===== config.mk =====
export PLATFORM = sky130hd
export DESIGN_NAME = pipe_stage_buffer_flat
export DESIGN_NICKNAME = d
export VERILOG_FILES = /design/src/rtl/pipe_stage_buffer_if.sv /design/src/rtl/pipe_stage_buffer.sv /design/src/flat_wrapper.sv
export SDC_FILE = /design/constraint.sdc
export NUM_CORES = 1
export LEC_CHECK = 0
export BUFFER_PORTS_ARGS = -buffer_cell sky130_fd_sc_hd__buf_2
export CAP_MARGIN = 10
export CORE_MARGIN = 4
export CORE_UTILIZATION = 53
export CTS_CLUSTER_SIZE = 40
export DETAILED_ROUTE_END_ITERATION = 7
export GPL_TIMING_DRIVEN = 0
export MAX_ROUTING_LAYER = met4
export PLACE_DENSITY = 0.8
export SYNTH_ARGS = -nofsm -noshare
export SYNTH_HDL_FRONTEND = slang
export SYNTH_SLANG_ARGS = --single-unit
export TNS_END_PERCENT = 20

===== constraint.sdc =====
create_clock -name clk -period 10.6 [get_ports clk]
set_clock_uncertainty 0.05 [all_clocks]
set_input_delay 1.06 -clock clk [delete_from_list [all_inputs] [get_ports clk]]
set_output_delay 1.06 -clock clk [all_outputs]
set_load 0.02 [all_outputs]

===== src/rtl/pipe_stage_buffer_if.sv =====
// ---------------------------------------------------------------------------
// pipe_stage_buffer_if
// Valid/ready handshake bundle carrying one pipeline entry: multi-channel
// data plus a control bundle.
//   data  : NUM_CH*DATA_W flattened channels (channel k at [k*DATA_W +: DATA_W])
//   ctrl  : CTRL_W control bundle travelling with the data
//   valid : producer holds a valid entry
//   ready : consumer can take the entry
// Modports:
//   master : producer side (drives data/ctrl/valid, samples ready)
//   slave  : consumer side (samples data/ctrl/valid, drives ready)
// ---------------------------------------------------------------------------
interface pipe_stage_buffer_if #(
    parameter int DATA_W = 32,
    parameter int NUM_CH = 4,
    parameter int CTRL_W = 8
);
    logic [NUM_CH*DATA_W-1:0] data;
    logic [CTRL_W-1:0]        ctrl;
    logic                     valid;
    logic                     ready;

    modport master (output data, output ctrl, output valid, input ready);
    modport slave  (input data, input ctrl, input valid, output ready);
endinterface


===== src/rtl/pipe_stage_buffer.sv =====
// ---------------------------------------------------------------------------
// pipe_stage_buffer
// Registered pipeline stage with a one-entry skid buffer. The main register
// drives the downstream outputs directly; the skid register catches the one
// entry that arrives while downstream is stalling, so ready towards upstream
// is decoded purely from state (no combinational path from downstream ready).
//
// Ports:
//   clk            : sole clock, rising edge
//   rst            : asynchronous active-high reset
//   up  (slave)    : upstream bus; up.data/up.ctrl/up.valid in, up.ready out
//   dn  (master)   : downstream bus; dn.data/dn.ctrl/dn.valid out, dn.ready in
//   flush_in       : synchronous kill of all held entries (overrides all)
//   stall_cnt_out  : saturating count of cycles with dn.valid=1, dn.ready=0
//   bubble_cnt_out : saturating count of cycles with dn.valid=0
//
// Build option:
//   PIPE_STAGE_STATS_EN - when defined, the stall/bubble counters exist;
//   otherwise both counter outputs are constant zero with no flops.
// ---------------------------------------------------------------------------
module pipe_stage_buffer #(
    parameter int DATA_W = 32,
    parameter int NUM_CH = 4,
    parameter int CTRL_W = 8,
    parameter int CNT_W  = 16
) (
    input  logic                 clk,
    input  logic                 rst,
    pipe_stage_buffer_if.slave   up,
    pipe_stage_buffer_if.master  dn,
    input  logic                 flush_in,
    output logic [CNT_W-1:0]     stall_cnt_out,
    output logic [CNT_W-1:0]     bubble_cnt_out
);

    localparam int BUS_W = NUM_CH * DATA_W;

    typedef enum logic [1:0] {
        EMPTY = 2'd0,
        ONE   = 2'd1,
        TWO   = 2'd2
    } state_t;

    state_t              state_reg, state_next;
    logic [BUS_W-1:0]    main_data_reg, main_data_next;
    logic [CTRL_W-1:0]   main_ctrl_reg, main_ctrl_next;
    logic [BUS_W-1:0]    skid_data_reg, skid_data_next;
    logic [CTRL_W-1:0]   skid_ctrl_reg, skid_ctrl_next;

    logic ready_int;
    logic valid_int;
    logic accept;

    assign ready_int = (state_reg != TWO);
    assign valid_int = (state_reg != EMPTY);
    assign accept    = up.valid && ready_int;

    // State and storage registers
    always_ff @(posedge clk or posedge rst) begin
        if (rst) begin
            state_reg     <= EMPTY;
            main_data_reg <= '0;
            main_ctrl_reg <= '0;
            skid_data_reg <= '0;
            skid_ctrl_reg <= '0;
        end else begin
            state_reg     <= state_next;
            main_data_reg <= main_data_next;
            main_ctrl_reg <= main_ctrl_next;
            skid_data_reg <= skid_data_next;
            skid_ctrl_reg <= skid_ctrl_next;
        end
    end

    // Next-state and storage update
    always_comb begin
        state_next     = state_reg;
        main_data_next = main_data_reg;
        main_ctrl_next = main_ctrl_reg;
        skid_data_next = skid_data_reg;
        skid_ctrl_next = skid_ctrl_reg;

        if (flush_in) begin
            // Flush wins: drop everything held and any same-cycle accept.
            // Payload registers keep their contents; they are invisible
            // once the state is EMPTY.
            state_next = EMPTY;
        end else begin
            unique case (state_reg)
                EMPTY: begin
                    if (accept) begin
                        main_data_next = up.data;
                        main_ctrl_next = up.ctrl;
                        state_next     = ONE;
                    end
                end
                ONE: begin
                    if (accept && dn.ready) begin
                        main_data_next = up.data;
                        main_ctrl_next = up.ctrl;
                    end else if (accept) begin
                        // Downstream stalled: park the new entry behind main.
                        skid_data_next = up.data;
                        skid_ctrl_next = up.ctrl;
                        state_next     = TWO;
                    end else if (dn.ready) begin
                        state_next = EMPTY;
                    end
                end
                TWO: begin
                    if (dn.ready) begin
                        main_data_next = skid_data_reg;
                        main_ctrl_next = skid_ctrl_reg;
                        state_next     = ONE;
                    end
                end
                default: begin
                    state_next = EMPTY;
                end
            endcase
        end
    end

    // Outputs come straight from the main register; control is zeroed on
    // bubbles so a stale write enable can never reach the next stage.
    assign up.ready = ready_int;
    assign dn.valid = valid_int;
    assign dn.data  = main_data_reg;
    assign dn.ctrl  = valid_int ? main_ctrl_reg : '0;

`ifdef PIPE_STAGE_STATS_EN
    localparam logic [CNT_W-1:0] CNT_MAX = {CNT_W{1'b1}};

    logic [CNT_W-1:0] stall_cnt_reg;
    logic [CNT_W-1:0] bubble_cnt_reg;

    // Counters look at the outputs as they stood before the edge, so a
    // flush cycle is classified by what downstream saw during that cycle.
    always_ff @(posedge clk or posedge rst) begin
        if (rst) begin
            stall_cnt_reg  <= '0;
            bubble_cnt_reg <= '0;
        end else begin
            if (valid_int && !dn.ready && (stall_cnt_reg != CNT_MAX)) begin
                stall_cnt_reg <= stall_cnt_reg + 1'b1;
            end
            if (!valid_int && (bubble_cnt_reg != CNT_MAX)) begin
                bubble_cnt_reg <= bubble_cnt_reg + 1'b1;
            end
        end
    end

    assign stall_cnt_out  = stall_cnt_reg;
    assign bubble_cnt_out = bubble_cnt_reg;
`else
    assign stall_cnt_out  = '0;
    assign bubble_cnt_out = '0;
`endif

endmodule


===== src/flat_wrapper.sv =====
// flat-port wrapper written by rule: the top's interface ports become plain ports
module pipe_stage_buffer_flat 
#(
    parameter int DATA_W = 32,
    parameter int NUM_CH = 4,
    parameter int CTRL_W = 8,
    parameter int CNT_W  = 16
)
  (clk, rst, flush_in, stall_cnt_out, bubble_cnt_out, up_data, up_ctrl, up_valid, up_ready, dn_data, dn_ctrl, dn_valid, dn_ready);
  pipe_stage_buffer_if #(.DATA_W(DATA_W), .NUM_CH(NUM_CH), .CTRL_W(CTRL_W)) up_i ();
  pipe_stage_buffer_if #(.DATA_W(DATA_W), .NUM_CH(NUM_CH), .CTRL_W(CTRL_W)) dn_i ();
  input  logic clk;
  input  logic rst;
  input  logic flush_in;
  output logic [CNT_W-1:0] stall_cnt_out;
  output logic [CNT_W-1:0] bubble_cnt_out;
  input wire logic [$bits(up_i.data)-1:0] up_data;
  input wire logic [$bits(up_i.ctrl)-1:0] up_ctrl;
  input wire logic [$bits(up_i.valid)-1:0] up_valid;
  output wire logic [$bits(up_i.ready)-1:0] up_ready;
  output wire logic [$bits(dn_i.data)-1:0] dn_data;
  output wire logic [$bits(dn_i.ctrl)-1:0] dn_ctrl;
  output wire logic [$bits(dn_i.valid)-1:0] dn_valid;
  input wire logic [$bits(dn_i.ready)-1:0] dn_ready;
  assign up_i.data = up_data;
  assign up_i.ctrl = up_ctrl;
  assign up_i.valid = up_valid;
  assign up_ready = up_i.ready;
  assign dn_data = dn_i.data;
  assign dn_ctrl = dn_i.ctrl;
  assign dn_valid = dn_i.valid;
  assign dn_i.ready = dn_ready;
  pipe_stage_buffer #(.DATA_W(DATA_W), .NUM_CH(NUM_CH), .CTRL_W(CTRL_W), .CNT_W(CNT_W)) u_core (.clk(clk), .rst(rst), .up(up_i), .dn(dn_i), .flush_in(flush_in), .stall_cnt_out(stall_cnt_out), .bubble_cnt_out(bubble_cnt_out));
endmodule

Word level (Yosys, flattened, before mapping). Index checks and enable logic that the tools add are counted.

Eq/ne operators: 10. Multiplexer cells: 16. Bitwise operators: 2. Reductions and logical operators: 8.

Operator list (number): $mux 128 (3); $pmux 128 s3 (1); $mux 8 (4); $pmux 8 s3 (1); $mux 2 (6); $reduce_and 4->1 (2); $ne 3x3->1 const B (2); $pmux 2 s3 (1); $reduce_and 5->1 (1); $ne 2x1->1 const B (2); $ne 2x2->1 const B (2); $ne 4x3->1 const B (1); $ne 3x2->1 const B (1); $reduce_bool 3->1 (1); $eq 2x1->1 const B (1); $eq 2x2->1 const B (1); $logic_and 1x1->1 (2); $logic_not 2->1 (1); $not 1->1 (2); $reduce_bool 2->1 (1).

Bits in registers: 274. Output and inout port bits: 170. Logic and storage cells: 41. Bits of input ports: 141.

Logic depth before layout (Yosys ltp).
Word-level depth: 6. Depth in mapped cells: 6. Mapped depth without buffers: 3.

Worst setup path after synthesis. Ideal clock, no wire load.

Path type: in2reg. Start point: input up_valid. End point: register u_core.skid_data_reg[0]. Stages on the path: 6. Buffers on the path: 3. Required time: 10425 ps. Setup time: 125 ps. Setup slack: 8263 ps. Arrival time: 2162 ps. Cells stage by stage: nor2b_1 -> nand3_1 -> buf_2 -> buf_2 -> buf_2 -> mux2_2.

Longest elaborated chain between the ends: 4.

RTL lines: from (decl) (RTL line flat_wrapper.sv:19) `input wire logic [$bits(up_i.valid)-1:0] up_valid;`; $logic_and 1x1->1 (*) (RTL line pipe_stage_buffer.sv:56) `assign accept = up.valid && ready_int;`; $logic_and 1x1->1 (RTL line pipe_stage_buffer.sv:98) `if (accept && dn.ready) begin`; $not 1->1 (no source line); $reduce_and 4->1 (no source line) (*); to (signal assigned) (RTL line pipe_stage_buffer.sv:70) `skid_data_reg <= skid_data_next;`; to (decl) (RTL line pipe_stage_buffer.sv:47) `logic [BUS_W-1:0] skid_data_reg, skid_data_next;`.

Mark *: on every way between the ends. The rest lies on a longest branch, timed or not. A chain may end at the register's enable or synchronous reset.

Final worst setup path.
Start point: register u_core.state_reg[0]. End point: output up_ready.

Longest elaborated chain between the ends: 1.

RTL lines: from (decl) (RTL line pipe_stage_buffer.sv:44) `state_t state_reg, state_next;`; from (signal assigned) (RTL line pipe_stage_buffer.sv:67) `state_reg <= state_next;`; $ne 2x2->1 (RTL line pipe_stage_buffer.sv:54) `assign ready_int = (state_reg != TWO);`; to (decl) (RTL line flat_wrapper.sv:20) `output wire logic [$bits(up_i.ready)-1:0] up_ready;`.

No other way between the ends.

==> reports/metrics.cfg <==
[global_routing]
grt_max_degree = 130
grt.busiest_layer = met2
grt_pass1_wl_um = 41810
grt.met3_usage = 0.05540
use_met2 = 0.3360
grt-ovfl-total = 0
grt.total_usage = 0.2054
antenna_found_initial = 6
use_met1 = 0.2540
grt_pass1_vias = 8009

[layout]
seqCellArea_um2 = 6857
finish.utilization = 0.6640
multi_input_area_um2 = 4861
design_area_um2 = 14990
nNetsFinal = 1268
syn_to_final_growth_pct = 23.83
n_fill_cell = 1681
drive_gt1_frac = 0.6958

[synthesis]
synth_async_sr_flop_share = 1.000
synth_cell_types = 21
synth_top_area_frac = 0.5665
synth_top_cell_by_area = dfrtp_1
synthesis.area_um2 = 12100
yosysSeqAreaShare = 0.5665
syn_avg_cell_area_um2 = 15.42
yosysWarnings = 0
synth-edff-count = 0
synth-main-ff-cell = dfrtp_1
synth-seq-cells = 274
syn_inst = 785
netlist_top_cells_area = dfrtp_1 57%, mux2_2 37%, buf_4 2.0%

[sta]
post-route-min-period_ps = 2982
relSlewSlack = 0.5054
worst_pin_slew_ps = 741.9
setup_viol = 0
finalHoldViolCount = 0
post-route-period-util = 0.2813
fmax_ghz = 0.3354
rsz0062_at_grt = no
slew_viol_final = 0

[die]
ios = 311
die_x_um = 159.1
fp.dieH_um = 159.1
core_area_um2 = 22570
die_area_um2 = 25320
rows = 55
start_util = 0.5362

[clocking]
clock-root-buffer = clkbuf_16
cts_num_sinks = 274
cts_tree = built
cts_buffer_depth = 3
postCtsResizedCells = 0
post-cts-setup-buffers = 0
postCtsHoldBufs = 0
h-tree-depth = 1
clk_latency_ps = 520
numCtsBuffers = 29
path_clk_slew_ps = 60

[worst_setup_path]
cp-start-kind = register
cp-startpoint = u_core.state_reg[0]
reg2regPathDepth = 5
critPathMaxFanout = 10
crit_arrival_ps = 1870
critical_path_required_ps = 9490
r2r_start = u_core.state_reg[0]
end_kind = primary output
r2r_setup_slack_ps = 8210
worstSetupPathType = register to primary output
r2r-end = u_core.dn.data[28]

[drt]
drc_errors = 0
firstDrtPassIters = 4
vias = 7445
viasPerCell = 5.188
wirelength_um = 25550
wire_per_inst_um = 17.80
ant_nets = 0
drt_iter0_markers = 248

[power]
combPwrFrac = 0.220
p_per_area_nw_per_um2 = 207.4
irDropWorstVdd_v = 0.0001532
leakagePower_uw = 0.007128
seqPwrFrac = 0.461
p_sw_frac = 0.2739
clkPwrFrac = 0.319
p_sw_uw = 851.6
p_int_uw = 2257

[placed_design]
place_area_um2 = 14030
detailedPlacementHpwl_um = 18310
place_congestion = 0.7634
portBuffers = 278

[flow_run]
max_cap_viol_count = 0

[outcome]
status = completed

[hold_path]
hold_class = primary input to asynchronous set/reset pin

==> placed cells by master (no fill, tap or decap), types with 2 or more instances in the layout <==
| cell | n |
|---|---|
| buf_2 | 316 |
| mux2_1 | 12 |
| nor2_1 | 3 |
| clkbuf_8 | 9 |
| nand2_1 | 2 |
| clkinv_2 | 2 |
| diode_2 | 6 |
| conb_1 | 32 |
| bufinv_16 | 2 |
| mux2_2 | 396 |
| dfrtp_1 | 274 |
| buf_6 | 5 |
| clkbuf_1 | 8 |
| clkbuf_16 | 29 |
| buf_16 | 2 |
| buf_4 | 32 |
| nor2b_1 | 9 |
==> worst max-delay path by stage <==
stage                                      endpoint  cells past startpoint
final                                      up_ready                      3
after global routing                       up_ready                      3
after CTS                                  up_ready                      3
after detailed placement   u_core.skid_data_reg[34]                      7
after global placement    u_core.skid_data_reg[116]                      2
after floorplan                   u_core.dn.data[0]                      1
==> through the flow <==
stage / total power (uW) / TNS [ps] / cells / worst slack, ps / hold WS, ps
after global placement: 2108 / -314410 / 1379 / -1169 / 412.7
after floorplan: 1901 / 0 / 816 / 1938 / 399.5
after CTS: 3149 / 0 / 1429 / 7577 / 409.4
final: 3109 / 0 / 1435 / 7618 / 429.5
after global routing: 3271 / 0 / 1435 / 7497 / 430.3
after detailed placement: 2144 / 0 / 1381 / 7682 / 416.8
==> routing by layer <==
metal / part of all wire / up-vias
met5: 0 / -
met4: 0.030 / 0
met3: 0.065 / 52
met2: 0.49 / 217
met1: 0.42 / 3746
li1: - / 3430
==> area by class of cell <==
class,count,share of cell area
plain buffers,77,0.03298
multi-input cells,463,0.3243
clock inverters,4,0.004675
diodes,6,0.001002
well taps,285,0.02379
repair buffers,280,0.09651
flip-flops and latches,274,0.4575
clock buffers,44,0.05819
inverters,2,0.001002
==> logic make-up (layout without fill, tap and decap cells) <==
kind of cell / Yosys count / count (layout) / synth area share
other: 1 / 38 / 0.0003098
flip-flops: 274 / 274 / 0.5665
buffers and inverters: 79 / 407 / 0.04146
multiplexers: 409 / 409 / 0.3804
AO/OA/AOI/OAI: 4 / 4 / 0.002481
AND/OR/NAND/NOR: 18 / 18 / 0.008787
==> critical path, stage by stage (launching register included) <==
cell and delay, ps:
dfrtp_1 440, nand2b_1 160, clkbuf_1 470, buf_2 280
==> cell usage after synthesis (all sizes together) (2+ instances only) <==
| master | n |
|---|---|
| buf | 75 |
| clkbuf | 2 |
| dfrtp | 274 |
| inv | 2 |
| mux2 | 408 |
| nand2 | 2 |
| nor2 | 3 |
| nor2b | 9 |
==> power groups by stage <==
stage	Combinational, uW	Clock (uW)	Sequential, uW
floorplan	346	0	1550
global placement	672	0	1440
detailed placement	694	0	1450
CTS	696	1020	1430
global route	743	1060	1470
finish	685	992	1430
(Power assumes the default switching activity.)
